### config.mk
export PLATFORM = sky130hd
export DESIGN_NAME = mux_arbiter
export DESIGN_NICKNAME = d
export VERILOG_FILES = /design/src/rtl/mux_arbiter_pkg.sv /design/src/rtl/rr_pick.sv /design/src/rtl/mux_arbiter.sv
export SDC_FILE = /design/constraint.sdc
export NUM_CORES = 1
export LEC_CHECK = 0
export BUFFER_PORTS_ARGS = -buffer_cell sky130_fd_sc_hd__buf_4
export CAP_MARGIN = 5
export CORE_UTILIZATION = 46
export DETAILED_ROUTE_END_ITERATION = 6
export HOLD_SLACK_MARGIN = 0.05
export PLACE_DENSITY_LB_ADDON = 0.12
export SYNTH_ARGS = -nofsm -noshare
export SYNTH_HDL_FRONTEND = slang
export SYNTH_SLANG_ARGS = --single-unit
### constraint.sdc
create_clock -name clk -period 2.11 [get_ports clk]
set_clock_uncertainty 0.05 [all_clocks]
set_input_delay 0.1055 -clock clk [delete_from_list [all_inputs] [get_ports clk]]
set_output_delay 0.1055 -clock clk [all_outputs]
set_load 0.01 [all_outputs]
### src/rtl/mux_arbiter_pkg.sv
// rtl/mux_arbiter_pkg.sv - shared constants and types for the mux arbiter
package mux_arbiter_pkg;

  localparam int NUM_REQ = 4;
  localparam int SEL_W   = 4;

  typedef enum logic {
    ST_IDLE  = 1'b0,
    ST_GRANT = 1'b1
  } state_e;

  localparam logic [SEL_W-1:0] SEL_A = 4'd0;
  localparam logic [SEL_W-1:0] SEL_B = 4'd1;
  localparam logic [SEL_W-1:0] SEL_C = 4'd2;
  localparam logic [SEL_W-1:0] SEL_D = 4'd3;

endpackage

### src/rtl/rr_pick.sv
// rtl/rr_pick.sv - combinational round-robin winner search starting at ptr
module rr_pick
  import mux_arbiter_pkg::*;
(
  input  logic [NUM_REQ-1:0] req_i,
  input  logic [1:0]         ptr_i,
  output logic               found_o,
  output logic [1:0]         winner_o
);

  // Scan from the highest offset down so the nearest requester after ptr wins last
  always_comb begin
    logic [1:0] idx;
    found_o  = 1'b0;
    winner_o = ptr_i;
    idx      = ptr_i;
    for (int k = NUM_REQ - 1; k >= 0; k--) begin
      idx = ptr_i + k[1:0];
      if (req_i[idx]) begin
        found_o  = 1'b1;
        winner_o = idx;
      end
    end
  end

endmodule

### src/rtl/mux_arbiter.sv
// rtl/mux_arbiter.sv - round-robin burst arbiter driving the shared 4:1 data mux
module mux_arbiter
  import mux_arbiter_pkg::*;
#(
  parameter int DW        = 4,
  parameter int MAX_BURST = 8
) (
  input  logic               clk,
  input  logic               rst_n,
  input  logic [NUM_REQ-1:0] req,
  input  logic [NUM_REQ-1:0] last,
  input  logic [DW-1:0]      a,
  input  logic [DW-1:0]      b,
  input  logic [DW-1:0]      c,
  input  logic [DW-1:0]      d,
  input  logic               out_ready,
  output logic               out_valid,
  output logic [DW-1:0]      out_data,
  output logic               out_last,
  output logic [NUM_REQ-1:0] gnt,
  output logic [SEL_W-1:0]   sel,
  output logic               busy
);

  // Beat index at which the budget forces the grant to end
  localparam logic [7:0] LAST_CNT = 8'(MAX_BURST - 1);

  state_e           state_q, state_d;
  logic [1:0]       ptr_q, ptr_d;
  logic [1:0]       owner_q, owner_d;
  logic [SEL_W-1:0] sel_q, sel_d;
  logic [7:0]       beat_cnt_q, beat_cnt_d;

  logic             found;
  logic [1:0]       winner;

  rr_pick u_rr_pick (
    .req_i    (req),
    .ptr_i    (ptr_q),
    .found_o  (found),
    .winner_o (winner)
  );

  // Output decode: stream signals are combinational from inputs and owner state
  always_comb begin
    out_valid = 1'b0;
    out_data  = '0;
    out_last  = 1'b0;
    gnt       = '0;
    if (state_q == ST_GRANT) begin
      out_valid = req[owner_q];
      case (owner_q)
        2'd0: out_data = a;
        2'd1: out_data = b;
        2'd2: out_data = c;
        2'd3: out_data = d;
      endcase
      out_last     = out_valid && (last[owner_q] || (beat_cnt_q == LAST_CNT));
      gnt[owner_q] = 1'b1;
    end
  end

  assign busy = (state_q == ST_GRANT);
  assign sel  = sel_q;

  // Next-state: grant a winner from IDLE, count beats and release at end of burst
  always_comb begin
    state_d    = state_q;
    ptr_d      = ptr_q;
    owner_d    = owner_q;
    sel_d      = sel_q;
    beat_cnt_d = beat_cnt_q;
    case (state_q)
      ST_IDLE: begin
        if (found) begin
          state_d    = ST_GRANT;
          owner_d    = winner;
          sel_d      = {{(SEL_W-2){1'b0}}, winner};
          ptr_d      = winner + 2'd1;
          beat_cnt_d = '0;
        end
      end
      ST_GRANT: begin
        if (out_valid && out_ready) begin
          beat_cnt_d = beat_cnt_q + 8'd1;
          if (out_last) begin
            state_d = ST_IDLE;
          end
        end
      end
    endcase
  end

  // State registers; sel holds through IDLE so the mux select never glitches
  always_ff @(posedge clk or negedge rst_n) begin
    if (!rst_n) begin
      state_q    <= ST_IDLE;
      ptr_q      <= 2'd0;
      owner_q    <= 2'd0;
      sel_q      <= SEL_A;
      beat_cnt_q <= 8'd0;
    end else begin
      state_q    <= state_d;
      ptr_q      <= ptr_d;
      owner_q    <= owner_d;
      sel_q      <= sel_d;
      beat_cnt_q <= beat_cnt_d;
    end
  end

endmodule

==> results.cfg, run 1 <==
[outcome]
status = finished clean

[finish]
register_area_sq_um = 326.6
nets = 174
drive_gt1_share_pct = 35.86
multi_input_area_sq_um = 579.3
fillerInstances = 192
num_antenna_cells = 0
syn_to_final_growth_pct = 36.05

[clock_tree]
cts.sinks = 13
post_cts_buffers = 0
clk_pin_slew_worst_paths_ns = 0.08
clockBufferDepth = 2
clk_latency_ns = 0.28
ctsRootBufferMaster = clkbuf_4
tritoncts = done
cts_max_level = 1
cts_buffers = 3

[global_routing]
grt.total_usage_pct = 22.15
antenna_found_initial = 0
grt_overflow = 0
grt_pass1_vias = 795
grt_pass1_wl_um = 3401
grt_max_degree = 16

[timing]
post-route-min-period_ns = 1.928
layout_setup_ws_ns = 0.1825
slew_violations = 0
worstMarginPinSlew_ns = 0.5412
hold_slack_ns = 0.1442
setup_viol = 0
timing.setup.tns_ns = 0
fin_crit_sh_pct = 91.35
rsz0062_at_grt = false
slew_headroom_pct = 63.92
finalHoldViolCount = 0
max_freq_mhz = 518.8

[die]
die_w_um = 47.47
start_util_pct = 48.47
core_sq_mm = 0.001962
dieArea_sq_mm = 0.002253
placementRows = 16
dieHeight_um = 47.47
num_io_pins = 42

[yosys]
synth_area_per_cell_sq_um = 9.056
ys.warnings.count = 0
syn_inst = 105
synth-seq-area-share_pct = 34.21
ys_types = 34
netlist_area_sq_um = 950.9
yosysTopAreaCell = dfrtp_1
synth_top_area_share_pct = 34.21
ys_ff_latch = 13
ys_top_cells_by_area = dfrtp_1 (34%), mux4_2 (14%), nor2_1 (5.1%), o21ai_0 (4.2%), nand2_1 (3.6%)

[critical_path]
cp-end-kind = output port
required_ns = 1.95
reg2reg_depth = 5
r2r_end = beat_cnt_q[5]
worst_setup_path_start_kind = register
r2r-start = sel[0]
worstSetupPathType = reg -> out
arrival_ns = 1.77
crit_fanout = 12
reg2reg_setup_slack_ns = 0.50

[detailed_routing]
drcViolationCount = 0
vias_per_cell = 5.430
vias = 934
met3_length_um = 177
first_iter_violations = 18
avgRoutedWirePerCell_um = 13.28
route.met2.wl_um = 1114
drt-total-wl_um = 2285
ant_nets = 0
wl_met1_um = 979
maxUsedRoutingLayer = met4
drtPass1Iterations = 4

[place]
dp_hpwl_um = 1746
place_congestion = 0.8307
port_buffers = 39
dp_slack_ns = 0.3004

[job]
drv_cap = 0

[power_and_ir_drop]
intPower_mw = 0.8206
combPwrFrac_pct = 57.0
swShare_pct = 40.25
pwr_density_cell_mw_per_mm2 = 1062
p_leak_nw = 0.6058
seqPwrFrac_pct = 31.6
p_sw_mw = 0.5529
max-vdd-ir-drop_mv = 0.8931
total_power_mw = 1.373
clkPwrFrac_pct = 11.4

[hold_path]
min_path_type = in -> async
## registers in the layout (all words and copies together) (netlist names)
name,count
sel,2
busy,1
beat_cnt_q,8
ptr_q,2
## metal layers
metal  GRT usage (%)  up-vias
met4           6.286        0
met3           7.547        2
met5               0        -
met2           34.52       44
met1           29.36      433
li1                -      455
## stage by stage
stage,util [%],std cells,cell area (sq um)
final,65.94,172,1294
after global routing,65.94,172,1294
after CTS,65.94,172,1294
after detailed placement,63.52,166,1246
after global placement,63.52,166,1246
after floorplan,-,106,954.7
## layout by cell type (no fill, tap or decap), types with 6 or more instances in the layout
cell	netlist	routed
buf_4	2	40
dfrtp_1	13	12
mux4_2	6	6
nand2_1	9	9
nand3_1	6	6
nor2_1	13	13
o21ai_0	8	8
## area by class of cell
class	count	area share (%)
Timing Repair Buffer	42	24.76
Clock buffer	4	2.031
Inverter	2	0.5803
Sequential cell	13	25.24
Multi-Input combinational cell	84	44.78
Tap cell	27	2.611
## critical path: stages (launching register included)
cell and delay [ns]:
dfrtp_2 0.53, mux4_2 0.55, a21oi_1 0.20, nor2b_1 0.07, buf_4 0.14
## repair_timing
| item | CTS | global route |
|---|---|---|
| hold endpoints to repair | 14 | 0 |
| gates resized for setup | 1 | 0 |
| hold buffers | 2 | 0 |
| setup endpoints to repair | 1 | 0 |
## worst max path at each step
stage | startpoint | end | slack [ns]
2_1_floorplan | sel[1] | beat_cnt_q[5] | 0.42
3_3_place_gp | sel[0] | out_last | 0.35
3_5_place_dp | sel[0] | beat_cnt_q[6] | 0.30
4_1_cts | sel[0] | out_last | 0.15
5_1_grt | sel[0] | out_last | 0.03
6_report | sel[0] | out_last | 0.18
## cell usage after synthesis (all sizes together)
| master | count |
|---|---|
| o21a | 1 |
| conb | 1 |
| and4 | 1 |
| or3 | 1 |
| clkbuf | 3 |
| a21o | 2 |
| and3 | 2 |
| nor2 | 13 |
| buf | 4 |
| and2 | 5 |
| inv | 2 |
| a21oi | 4 |
| o31ai | 1 |
| o31a | 1 |
| mux4 | 6 |
| o211ai | 1 |
| nand3 | 7 |
| ha | 1 |
| nand2 | 9 |
| nor3 | 4 |
| nor3b | 1 |
| xor2 | 3 |
| nor2b | 4 |
| and2b | 1 |
| nand4 | 2 |
| xnor2 | 2 |
| o32ai | 1 |
| dfrtp | 13 |
| o21ai | 8 |
| a211o | 1 |
## power groups by stage
stage	clock network (mW)	logic [mW]	registers, mW
floorplan	0	0.538	0.385
finish	0.157	0.782	0.435
global route	0.179	0.860	0.455
CTS	0.165	0.790	0.437
global placement	0	0.770	0.436
detailed placement	0	0.783	0.440
## cells by family (layout without fill, tap and decap cells)
| group | after synthesis | after routing | share of synthesized area (%) |
|---|---|---|---|
| compound gates | 20 | 20 | 13.03 |
| simple gates | 50 | 50 | 26.97 |
| buf+inv | 9 | 48 | 5.262 |
| fa+ha+maj | 1 | 1 | 1.316 |
| other cells | 1 | 2 | 0.3944 |
| xor+xnor | 5 | 5 | 4.606 |
| mux | 6 | 6 | 14.21 |
| flops | 13 | 13 | 34.21 |
Note: power is estimated with default switching activity, not from simulation.
==> run 2, diff against run 1 <==
Settings changed: CORE_UTILIZATION 46 to 47, GPL_TIMING_DRIVEN set to 1, SYNTH_HIERARCHICAL set to 1.
==> run 2 against run 1 <==
Effect of this change:
- clock-buffer cell count down 1
- maximum frequency down 2.8%
- power up 5.7%
- final area up 4.2%
- largest cell class unchanged
- global-route usage down 0.28 points
- hold slack better by 0.0038 ns
- critical path type unchanged
- non-clock buffer count unchanged
- combinational power up 14%
- critical endpoint unchanged
- wire length up 4.1%
- flip-flop and latch count unchanged
- synthesized area up 5.5%
==> results.cfg, run 2 <==
[outcome]
status = finished clean

[power_and_ir_drop]
max-vdd-ir-drop_mv = 0.7612
p_leak_nw = 0.6774
pwr_density_cell_mw_per_mm2 = 1077

[clock_tree]
cts_buffers = 3
clk_latency_ns = 0.28
ctsRootBufferMaster = clkbuf_4
clk_pin_slew_worst_paths_ns = 0.09
tritoncts = done
post_cts_buffers = 0
cts_max_level = 1
clockBufferDepth = 2
cts.sinks = 13

[global_routing]
grt.total_usage_pct = 21.87
grt_pass1_wl_um = 3505
grt_max_degree = 24
grt_overflow = 0
antenna_found_initial = 0
grt_pass1_vias = 818

[yosys]
ys.flop_type = dfrtp_1
synth_top_area_share_pct = 32.42
synth-simple-area-share_pct = 30.05
ys_types = 35
synth_top_family_by_area = simple AND/OR/NAND/NOR gates
synth-seq-area-share_pct = 32.42
synth_adder_area_share_pct = 1.247
syn_inst = 103
netlist_area_sq_mm = 0.001003
synth-xor-area-share_pct = 4.364
async_flop_share_pct = 100.0
synth_area_per_cell_sq_um = 9.742
ys.warnings.count = 6
ys_ff_latch = 13
synth_edf_count = 0
ys_top_cells_by_area = dfrtp_1 (32%), mux4_2 (13%), xnor2_1 (4.4%), and2_1 (3.7%), nand2_1 (3.7%)
synth-compound-area-share_pct = 8.603
yosysTopAreaCell = dfrtp_1
yosysMostFrequentCell = dfrtp_1
synthMuxAreaShare_pct = 18.70
synthTopCellsByCount = dfrtp_1 (13), nand2_1 (10), and2_1 (6), mux4_2 (6), nand3_1 (6)

[die]
start_util_pct = 50.63
die_w_um = 48.21
placementRows = 16
dieHeight_um = 48.21
dieArea_sq_mm = 0.002324
core_sq_mm = 0.001982
num_io_pins = 42

[place]
placed_cell_area_sq_mm = 0.001310
place_congestion = 0.8211
dp_hpwl_um = 1900
port_buffers = 39
place_inst = 165

[critical_path]
required_ns = 1.95
crit_fanout = 12
cp-end-kind = output port
worstSetupPathType = reg -> out
cpPeakStageDelay_ns = 0.60
crit_path_top_delay_cell = dfrtp_1
arrival_ns = 1.83
crit_chain = mux4_2 -> and2_1 -> nor2b_1 -> buf_4
worst_setup_path_start_kind = register

[finish]
fin_util_pct = 67.99
largest_reg_flops = 8
drive_gt1_share_pct = 41.26
final_cell_area_sq_mm = 0.001348
regMostFlops = beat_cnt_q
syn_to_final_growth_pct = 34.29
final_cell_mix = buf_4 (41), dfrtp_1 (13), nand2_1 (10)
fillerInstances = 169
reg_top3 = beat_cnt_q (8), owner_q (2), ptr_q (2)
mostFrequentLayoutCell = buf_4
num_antenna_cells = 0
nets = 172
fin_cells = 170

[detailed_routing]
vias = 908
vias_per_cell = 5.341
drt-total-wl_um = 2378
met3_length_um = 78
ant_nets = 0
drtPass1Iterations = 4
maxUsedRoutingLayer = met4
first_iter_violations = 9
drcViolationCount = 0
route.met2.wl_um = 1347
wl_met1_um = 918
avgRoutedWirePerCell_um = 13.99

[timing]
post-route-min-period_ns = 1.983
slew_violations = 0
fin_crit_sh_pct = 93.96
finalHoldViolCount = 0
timing.setup.tns_ns = 0
setup_viol = 0
hold_slack_ns = 0.1480
max_freq_mhz = 504.4
rsz0062_at_grt = false

[hold_path]
min_path_type = in -> async

[job]
drv_cap = 0
## run 2: critical path: cells and delay by family, from the launching register on
kind / cells / cell delay, ns
DFF: 1 / 0.60
muxes: 1 / 0.45
and+or+nand+nor: 2 / 0.36
buffers and inverters: 1 / 0.14
## run 2: path summary, 6_finish.rpt
check | slack [ns] | from | cells after the start | to
max | 0.13 | owner_q[1] | 4 | out_last
min | 0.15 | rst_n | 2 | beat_cnt_q[2]
max reg2reg | 0.44 | owner_q[1] | 4 | beat_cnt_q[3]
min reg2reg | 0.45 | beat_cnt_q[6] | 1 | beat_cnt_q[6]
max in group asynchronous | 1.70 | rst_n | 2 | owner_q[0]
min in group clk | 0.17 | out_ready | 4 | busy
## run 2: kinds of logic (layout without fill, tap and decap cells)
kind of cell / count (synthesis) / count (layout)
AND/OR/NAND/NOR: 51 / 51
adder cells (fa/ha/maj): 1 / 1
XOR/XNOR: 5 / 5
flip-flops: 13 / 13
buffers and inverters: 8 / 47
other: 1 / 2
multiplexers: 11 / 11
AO/OA/AOI/OAI: 13 / 13
## run 2: layout make-up
| cell class | instances | area [sq um] | share of cell area (%) |
|---|---|---|---|
| Multi-Input combinational cell | 83 | 639.4 | 47.45 |
| Sequential cell | 13 | 325.3 | 24.14 |
| Timing Repair Buffer | 42 | 317.8 | 23.58 |
| Tap cell | 27 | 33.78 | 2.507 |
| Clock buffer | 3 | 22.52 | 1.671 |
| Clock inverter | 1 | 5.005 | 0.3714 |
| Inverter | 1 | 3.754 | 0.2786 |
## run 2: stage by stage
stage               power, mW  worst slack (ns)
finish                  1.452            0.1275
global route            1.565           0.07516
CTS                     1.467            0.1360
detailed placement      1.302            0.4604
global placement        1.274            0.5054
floorplan              0.9663            0.5322
## run 2: layer usage
metal,vias up,GRT usage [%]
met3,4,2.593
li1,450,-
met4,0,11.11
met2,18,39.47
met1,436,25.17
met5,-,0
## run 2: repair_timing
item	in CTS	in global routing
resized for setup	0	0
endpoints found under the hold margin	13	0
hold buffers	1	0
## run 2: report_power, final
part	leakage [nW]	total, mW	switching, mW	internal (mW)
Clock	0.0177	0.160	0.0899	0.0702
Sequential	0.169	0.401	0.0873	0.314
Combinational	0.491	0.891	0.395	0.495
Total	0.677	1.45	0.572	0.880
==> run 3, diff against run 2 <==
Settings changed: CORE_MARGIN set to 2.
==> run 3 against run 2 <==
Effect of this change:
- flip-flop and latch count stayed put
- clock power hardly changed
- utilization stayed put
- hold slack better by 0.0020 ns
- cell count stayed put
- die area is 8.5% higher
==> results.cfg, run 3 (synthesis gave the netlist of run 2 again) <==
[clock_tree]
ctsRootBufferMaster = clkbuf_4
cts_max_level = 1
cts.sinks = 13
cts_buffers = 3
tritoncts = done
clk_pin_slew_worst_paths_ns = 0.08
clk_latency_ns = 0.28
clockBufferDepth = 2

[timing]
post-route-min-period_ns = 1.972
slew_violations = 0
setup_viol = 0
timing.setup.tns_ns = 0
rsz0062_at_grt = false
finalHoldViolCount = 0
fin_crit_sh_pct = 93.45
layout_setup_ws_ns = 0.1381
max_freq_mhz = 507.1

[place]
port_buffers = 39
dp_hpwl_um = 1875
placed_cell_area_sq_mm = 0.001310
dp_slack_ns = 0.3785
place_congestion = 0.8834

[finish]
regMostFlops = beat_cnt_q
final_cell_area_sq_mm = 0.001348
nets = 172
final_cell_mix = buf_4 (41), dfrtp_1 (12), nand2_1 (10)
fillerInstances = 170
largest_reg_flops = 8
fin_util_pct = 67.99
num_antenna_cells = 0
reg_top3 = beat_cnt_q (8), owner_q (2), ptr_q (2)
drive_gt1_share_pct = 41.26
syn_to_final_growth_pct = 34.29
mostFrequentLayoutCell = buf_4

[power_and_ir_drop]
pwr_density_cell_mw_per_mm2 = 1074
swShare_pct = 38.94
seqPwrFrac_pct = 28.6
max-vdd-ir-drop_mv = 0.7522
clkPwrFrac_pct = 11.0
p_leak_nw = 0.6735
combPwrFrac_pct = 60.4
total_power_mw = 1.448
intPower_mw = 0.8841
p_sw_mw = 0.5638

[die]
num_io_pins = 42
dieArea_sq_mm = 0.002521
start_util_pct = 50.63
core_sq_mm = 0.001982
dieHeight_um = 50.21
die_w_um = 50.21
placementRows = 16

[critical_path]
cp-end-kind = output port
worst_setup_path_start_kind = register
arrival_ns = 1.82
required_ns = 1.95
worstSetupPathType = reg -> out
crit_fanout = 6
r2r_end = beat_cnt_q[2]
reg2reg_setup_slack_ns = 0.46
crit_start = owner_q[0]
reg2reg_depth = 4
r2r-start = owner_q[0]

[global_routing]
antenna_found_initial = 0
grt_overflow = 0
grt.total_usage_pct = 21.34
grt_pass1_wl_um = 4036
grt_max_degree = 24
grt_pass1_vias = 916

[detailed_routing]
drcViolationCount = 0
drt-total-wl_um = 2393
first_iter_violations = 12
vias_per_cell = 5.435
ant_nets = 0
vias = 924
drtPass1Iterations = 4
avgRoutedWirePerCell_um = 14.08

[job]
drv_cap = 0

[outcome]
status = finished clean

[hold_path]
min_path_type = in -> async
run 3: power groups by stage:
stage	clock, mW	combinational, mW	sequential [mW]
6_report	0.159	0.875	0.414
5_1_grt	0.176	0.967	0.432
4_1_cts	0.163	0.879	0.412
3_5_place_dp	0	0.875	0.417
3_3_place_gp	0	0.857	0.413
2_1_floorplan	0	0.581	0.385
run 3: layer usage:
layer / up-vias / track usage [%] / wire, um
li1: 451 / - / -
met2: 29 / 34.65 / 1288
met5: - / 0 / 0
met1: 440 / 27.31 / 950
met3: 4 / 4.464 / 128
met4: 0 / 9.259 / 26
run 3: cell type report:
cell class	count	area (sq um)	area share (%)
clock buffer	4	26.28	1.950
multi-input combinational	83	639.4	47.45
timing repair buffer	42	317.8	23.58
tap	27	33.78	2.507
sequential	13	326.6	24.23
inverter	1	3.754	0.2786
run 3: what timing repair did:
action                                 4_1_cts  5_1_grt
setup endpoints to repair                    0        1
endpoints found under the hold margin       13        0
hold buffers                                 1        0
resized for setup                            0        1
setup buffers                                0        0
run 3: worst max-delay path by stage:
stage / end / cells after the start / slack (ns)
floorplan: beat_cnt_q[6] / 4 / 0.53
global placement: out_last / 4 / 0.41
detailed placement: out_last / 4 / 0.38
CTS: out_last / 4 / 0.07
global route: out_last / 5 / 0.05
finish: out_last / 4 / 0.14
run 3: critical path, cell delays in order (launching register included):
cell	delay, ns
dfrtp_2	0.44
mux4_2	0.59
and2_1	0.22
nor2b_1	0.15
buf_4	0.14
run 3: metrics by stage:
step	hold slack, ns	std cells
2_1_floorplan	-0.2401	104
3_3_place_gp	-0.09133	165
3_5_place_dp	-0.08726	165
4_1_cts	0.1494	170
5_1_grt	0.1555	170
6_report	0.1501	170
